===== src/rtl/mux_scan_collector_pkg.sv =====
// Shared definitions for the mux scan collector: FSM encoding, mux geometry
// and the scan start/end index helper.
package mux_scan_collector_pkg;

   typedef enum logic [1:0] {
      ST_IDLE = 2'd0,
      ST_SCAN = 2'd1,
      ST_DONE = 2'd2
   } state_t;

   localparam int NUM_INPUTS = 8;
   localparam int SEL_W      = 3;

   // First index of a scan in the given direction; the opposite direction's
   // first index is this direction's last.
   function automatic logic [SEL_W-1:0] first_index(input bit msb_first);
      return msb_first ? SEL_W'(NUM_INPUTS - 1) : '0;
   endfunction

endpackage


===== src/rtl/scan_index_counter.sv =====
// Scan bit index with a per-slot settle down-counter; advances one index per
// slot and parks on the last index instead of wrapping.
module scan_index_counter
   import mux_scan_collector_pkg::*;
#(
   parameter int SETTLE_CYCLES = 0,
   parameter bit MSB_FIRST     = 1'b0
) (
   input  logic             i_clk,
   input  logic             i_reset,
   input  logic             i_load,
   input  logic             i_step,
   output logic [SEL_W-1:0] o_idx,
   output logic             o_advance,
   output logic             o_last
);

   localparam logic [SEL_W-1:0] FIRST_IDX = first_index(MSB_FIRST);
   localparam logic [SEL_W-1:0] LAST_IDX  = first_index(!MSB_FIRST);
   localparam logic [3:0]       SETTLE    = 4'(SETTLE_CYCLES);

   logic [SEL_W-1:0] r_idx;
   logic [3:0]       r_settle;
   logic             w_last;

   assign w_last    = (r_idx == LAST_IDX);
   assign o_idx     = r_idx;
   assign o_last    = w_last;
   assign o_advance = i_step && (r_settle == 4'd0);

   always_ff @(posedge i_clk) begin
      if (i_reset) begin
         r_idx    <= FIRST_IDX;
         r_settle <= 4'd0;
      end else if (i_load) begin
         r_idx    <= FIRST_IDX;
         r_settle <= SETTLE;
      end else if (i_step) begin
         if (r_settle != 4'd0) begin
            r_settle <= r_settle - 4'd1;
         end else begin
            r_settle <= SETTLE;
            if (!w_last)
               r_idx <= MSB_FIRST ? r_idx - 3'd1 : r_idx + 3'd1;
         end
      end
   end

endmodule


===== src/rtl/mux_scan_collector.sv =====
// Steps the 8:1 mux select through every input, captures each 1-bit result
// into a byte with its popcount, and offers the byte on a valid/ready port.
module mux_scan_collector
   import mux_scan_collector_pkg::*;
#(
   parameter int SETTLE_CYCLES = 0,
   parameter bit MSB_FIRST     = 1'b0
) (
   input  logic             i_clk,
   input  logic             i_reset,
   input  logic             i_start,
   input  logic             i_res,
   output logic [SEL_W-1:0] o_sel,
   output logic             o_busy,
   output logic [7:0]       o_data_out,
   output logic [3:0]       o_ones,
   output logic             o_valid,
   input  logic             i_ready
);

   state_t           r_state;
   logic [7:0]       r_word;
   logic [3:0]       r_ones;
   logic             r_busy;
   logic             r_valid;

   logic             w_load;
   logic             w_step;
   logic             w_advance;
   logic             w_last;
   logic [SEL_W-1:0] w_idx;

   // The index reloads both when a scan starts and when the word is taken,
   // so sel is back at its reset value whenever the FSM is idle.
   assign w_load = ((r_state == ST_IDLE) && i_start) ||
                   ((r_state == ST_DONE) && i_ready);
   assign w_step = (r_state == ST_SCAN);

   scan_index_counter #(
      .SETTLE_CYCLES (SETTLE_CYCLES),
      .MSB_FIRST     (MSB_FIRST)
   ) u_index (
      .i_clk     (i_clk),
      .i_reset   (i_reset),
      .i_load    (w_load),
      .i_step    (w_step),
      .o_idx     (w_idx),
      .o_advance (w_advance),
      .o_last    (w_last)
   );

   always_ff @(posedge i_clk) begin
      if (i_reset) begin
         r_state <= ST_IDLE;
         r_word  <= 8'h00;
         r_ones  <= 4'd0;
         r_busy  <= 1'b0;
         r_valid <= 1'b0;
      end else begin
         case (r_state)
            ST_IDLE: begin
               if (i_start) begin
                  r_state <= ST_SCAN;
                  r_word  <= 8'h00;
                  r_ones  <= 4'd0;
                  r_busy  <= 1'b1;
               end
            end
            ST_SCAN: begin
               if (w_advance) begin
                  r_word[w_idx] <= i_res;
                  r_ones        <= r_ones + {3'd0, i_res};
                  if (w_last) begin
                     r_state <= ST_DONE;
                     r_busy  <= 1'b0;
                     r_valid <= 1'b1;
                  end
               end
            end
            ST_DONE: begin
               if (i_ready) begin
                  r_state <= ST_IDLE;
                  r_valid <= 1'b0;
               end
            end
            default: begin
               r_state <= ST_IDLE;
               r_busy  <= 1'b0;
               r_valid <= 1'b0;
            end
         endcase
      end
   end

   assign o_sel      = w_idx;
   assign o_busy     = r_busy;
   assign o_data_out = r_word;
   assign o_ones     = r_ones;
   assign o_valid    = r_valid;

endmodule


===== config.mk =====
export PLATFORM = sky130hd
export DESIGN_NAME = mux_scan_collector
export DESIGN_NICKNAME = d
export VERILOG_FILES = /design/src/rtl/mux_scan_collector_pkg.sv /design/src/rtl/scan_index_counter.sv /design/src/rtl/mux_scan_collector.sv
export SDC_FILE = /design/constraint.sdc
export NUM_CORES = 1
export LEC_CHECK = 0
export CAP_MARGIN = 0
export CORE_ASPECT_RATIO = 0.6
export CORE_MARGIN = 5
export CORE_UTILIZATION = 40
export CTS_CLUSTER_DIAMETER = 120
export DETAILED_ROUTE_END_ITERATION = 10
export PLACE_DENSITY_LB_ADDON = 0.15
export SYNTH_ARGS = -nofsm -noshare
export SYNTH_HDL_FRONTEND = slang
export SYNTH_HIERARCHICAL = 1
export SYNTH_SLANG_ARGS = --single-unit

===== constraint.sdc =====
create_clock -name i_clk -period 2.4 [get_ports i_clk]
set_input_delay 0.36 -clock i_clk [delete_from_list [all_inputs] [get_ports i_clk]]
set_output_delay 0.36 -clock i_clk [all_outputs]
set_load 0.03 [all_outputs]

# Yosys cells after proc, flatten, opt, wreduce, memory -nomap -nowiden
# Index checks and enable logic that the tools add are counted.
# op_classes
addsub,3
order_cmp,2
n_eq_ne,7
mux,23
bitwise,4
reduce_logical,15
# op_table
op,n
2-to-1 mux 8 bit,2
one-hot mux 8 bit (2 select lines),1
2-to-1 mux 4 bit,3
AND reduction 4 bit,3
bitwise mux 8 bit,1
2-to-1 mux 2 bit,4
!= test 2 bit (second input constant),4
one-hot mux 4 bit (2 select lines),1
2-to-1 mux 1 bit,7
one-hot mux 1 bit (3 select lines),2
one-hot mux 2 bit (3 select lines),1
AND reduction 3 bit,2
adder 4 x 1 -> 4 bit,1
logical AND 1 bit,4
logical NOT 4 bit,1
< comparator 3 x 4 -> 1 bit (second input constant),1
NOT 1 bit,4
nonzero test 4 bit,1
subtractor 4 x 1 -> 4 bit (second input constant),1
adder 3 x 1 -> 3 bit (second input constant),1
demux 1 bit (select 3 bit),1
== test 3 bit (second input constant),1
>= comparator 3 x 1 -> 1 bit (second input constant),1
== test 2 x 1 -> 1 bit (second input constant),1
other kinds (5),5
# totals
register_bits,23
in_bits,5
output_inout_bits,17
word_cells,61

# Logic depth before layout (Yosys ltp)
# depth
word_depth,7
mapped_depth,9

# Modules after synthesis
# The synthesis kept the hierarchy.
# by_module_without_submodules
mod,instances,cells_each,area_each_um2
mux_scan_collector,1,102,832.0
scan_index_counter,1,36,347.8

# Least setup slack after synthesis
# OpenSTA, ideal clock, no wires.
# synth_path
kind,reg-to-reg
startpoint,register r_state[0]
endpoint,"register r_ones[3], in the netlist o_ones[3]"
setup_ps,70
t_arrival_ps,2332
setup_slack_ps,-2
path_stages_with_launch,9
n_path_buf,2
path_cell_list,dfxtp_1 > buf_2 > nor2b_1 > buf_4 > or4b_4 > nor2_1 > mux2i_1 > or4_1 > a21oi_1
# synth_via
elab_chain_cells,4
# synth_lines
item,line,rtl
"start, declared",mux_scan_collector.sv:21,state_t r_state;
"start signal, assigned",mux_scan_collector.sv:54,r_state <= ST_IDLE;
"start signal, assigned",mux_scan_collector.sv:63,r_state <= ST_SCAN;
"start signal, assigned",mux_scan_collector.sv:74,r_state <= ST_DONE;
== test 2 x 1 -> 1 bit,mux_scan_collector.sv:37,assign w_step = (r_state == ST_SCAN);
via w_step,mux_scan_collector.sv:28,logic w_step;
logical AND 1 bit,scan_index_counter.sv:29,assign o_advance = i_step && (r_settle == 4'd0);
via w_advance,mux_scan_collector.sv:29,logic w_advance;
!= test 2 bit (no source line),-,
AND reduction 3 bit (no source line),-,
"end signal, assigned",mux_scan_collector.sv:72,"r_ones <= r_ones + {3'd0, i_res};"
"end, declared",mux_scan_collector.sv:23,logic [3:0] r_ones;
# The timed path passes the listed nets, and every way through them passes these cells.
# A chain may end at the register's enable or synchronous reset.

# Worst setup path after layout
# layout_path
startpoint,register r_state[0]
endpoint,"register r_ones[3], in the netlist o_ones[3]"
# layout_via
elab_chain_cells,4
# layout_lines
item,line
== test 2 x 1 -> 1 bit,mux_scan_collector.sv:37
logical AND 1 bit,scan_index_counter.sv:29
via w_advance,mux_scan_collector.sv:29
!= test 2 bit (no source line),-
AND reduction 3 bit (no source line),-
# The timed path passes the listed nets, and every way through them passes these cells.

==> flow_summary.ini <==
[cells_and_area]
multi_input_area_sq_um = 653.1
syn_to_final_growth_pct = 26.30
drive_gt1_frac = 0.1069
fillCellCount = 276
seqCellArea_sq_um = 460.4
utilization = 0.5224
n_antenna_cell = 0
fin_nets = 169

[run]
maxCapViolations = 0

[grt]
grt_overflow = 0
track_usage = 0.1458
grt_pass1_wl_um = 4781
grt_pass1_vias = 992
grt_max_degree = 24
antenna_found_initial = 0

[placed_design]
io_buffers = 21
gp_congestion = 0.7763
place_hpwl_um = 2092

[clock_tree]
cts_root_buf = clkbuf_8
cts_sinks = 23
cts-htree-levels = 1
clk_pin_slew_ps = 80
cts_setup_buffers = 0
hold_buffers = 0
clock_latency_ps = 260
clockBufferDepth = 2
post_cts_resized = 0
cts_tree = yes
cts_made_buffers = 3

[drt]
avgRoutedWirePerCell_um = 14.51
drc = 0
avgViaCountPerCell = 5.766
initialDrtViolationCount = 45
ant_nets = 0
num_vias = 1159
drt-total-wl_um = 2916
dr.pass1.iters = 4

[synth]
seq_area_frac_synth = 0.3902
synthSimpleGateAreaFrac = 0.2460
synthAdderAreaFrac = 0.04242
ys_ff_latch = 23
synth_top_family_by_area = simple AND/OR/NAND/NOR gates
synth_mux_area_frac = 0.01697
synth_cells = 138
synth_edf_count = 0
avgSynthCellArea_sq_um = 8.550
synth_compound_area_frac = 0.2460
syn_area_sq_mm = 0.001180
synthesis.nets = 147
synth_ff_type = dfxtp_1
yosys_warnings = 6
synth_area_leader_cell = dfxtp_1
ys_top_cells_by_area = dfxtp_1 (39%), o21ai_0 (5.9%), a31oi_1 (4.2%), ha_1 (4.2%), nand4_1 (3.7%)
synthArstFlopShare = 0
yosysUniqueCellTypes = 37
yosys.area_share.xor_xnor = 0
synth_top_area_share = 0.3902

[pwr]
power.leakage_nw = 0.5060
power_density_mw_per_mm2 = 484.8
power_frac_comb = 0.123
pwr-share-seq = 0.545
switching_power_uw = 184.1
power_frac_clock = 0.333
swShare = 0.2549
p_int_uw = 538.3
ir_drop_mv = 0.3825

[timing]
tightest_slew_ps = 608.6
relSlewSlack = 0.5927
rsz0062_at_grt = no
period_needed_ps = 2128
skew_ps = 4.864
setup_viol = 0
fmax_mhz = 469.9
finalMaxSlewViolations = 0
hold_viol_final = 0
period_share = 0.8867
setup_tns_ps = 0

[die]
dieArea_sq_mm = 0.004172
die_w_um = 80.12
rows = 15
die_y_um = 52.07
pin_count = 22
core_sq_mm = 0.002853
initial_utilization = 0.4136

[setup_path]
crit_required_ps = 2600
crit_type = reg2reg
worstReg2RegEnd = o_ones[3]
startpoint_type = flip-flop
crit-reg2reg-launch = r_state[0]
crit_fanout = 7
r2r_setup_slack_ps = 270
endpoint = o_ones[3]
crit_start = r_state[0]
crit_arrival_ps = 2330
ff2ff_path_depth = 6
end_kind = flip-flop

[min_path]
hold_path.class = reg2reg

[status]
outcome = finished, final reports clean
[sequential cells by signal, indices dropped and copies added, names as in the netlist]
| register | count |
|---|---|
| o_busy | 1 |
| o_data_out | 8 |
| o_ones | 4 |
| o_valid | 1 |
| r_state | 2 |
| u_index/o_idx | 3 |
| u_index/r_settle | 4 |
[Yosys cell counts, types with 3 or more instances]
cell type and number:
nand4b_1 3, nand3b_1 3, nand4_1 7, ha_1 4, nor2_1 4, nand3_1 4, nand2_1 10, o311ai_0 3
a31oi_1 8, dfxtp_1 23, o21ai_0 14, inv_1 6, a21oi_1 8, buf_2 3, nor3_1 4, clkbuf_1 5
[power groups by stage]
stage                     sequential, mW  clock [mW]  combinational (mW)
final                              0.393       0.240              0.0888
after global routing               0.394       0.266              0.0959
after CTS                          0.393       0.246              0.0878
after detailed placement           0.402           0              0.0874
after global placement             0.402           0              0.0864
after floorplan                    0.408           0              0.0472
[worst max-delay path: stages, from the launching register on]
cell and delay (ps):
dfxtp_1 330, nor2b_1 180, or4b_4 530, nor2_2 240, mux2i_1 170, or4_1 480
a21oi_1 150
[how the worst min path moves through the flow]
stage          startpoint            end  slack [ps]  depth (start not counted)
4_1_cts           o_valid        o_valid         460                          2
5_1_grt           o_valid        o_valid         480                          2
3_3_place_gp      o_valid        o_valid         450                          2
6_report          o_valid        o_valid         470                          2
3_5_place_dp      o_valid        o_valid         450                          2
2_1_floorplan     i_reset  o_data_out[0]         430                          1
[per-stage QoR]
step	worst slack (ps)	total power [mW]	hold slack, ps	instances	instance area, sq um
2_1_floorplan	99.24	0.4554	429.4	138	1182
3_3_place_gp	360.0	0.4885	445.1	197	1444
3_5_place_dp	301.7	0.4896	451.7	197	1444
4_1_cts	285.4	0.7273	464.8	201	1490
5_1_grt	107.3	0.7568	482.3	201	1490
6_report	271.9	0.7225	467.6	201	1490
[logic make-up (layout without fill, tap and decap cells)]
logic type / after synthesis / count (layout)
muxes: 2 / 2
DFF: 23 / 23
buffers and inverters: 16 / 37
adders and majority gates: 4 / 4
and+or+nand+nor: 48 / 48
AOI/OAI and AO/OA: 45 / 45
[area by class of cell]
cell class	count	share of cell area
clock inverters	1	0.003359
multi-input cells	99	0.4383
repair buffers	27	0.1713
well taps	42	0.03526
clock buffers	3	0.02771
flip-flops and latches	23	0.3090
inverters	6	0.01511
[routing by layer]
| layer | routed length (um) | GRT usage | share of wire |
|---|---|---|---|
| met3 | 223 | 0.04671 | 0.076 |
| met2 | 1212 | 0.2266 | 0.42 |
| met5 | 0 | 0 | 0 |
| met4 | 8 | 0.01685 | 0.0027 |
| met1 | 1472 | 0.2027 | 0.50 |
[layout by cell type (no fill, tap or decap), types with 4 or more instances in the layout]
cell / instances
ha_1: 4
dfxtp_1: 23
nand4_1: 7
nand3_1: 4
a21oi_1: 8
nand2_1: 10
nor3_1: 4
inv_1: 6
buf_4: 6
o21ai_0: 14
clkdlybuf4s50_1: 21
a31oi_1: 8
Note: power is estimated with default switching activity, not from simulation.
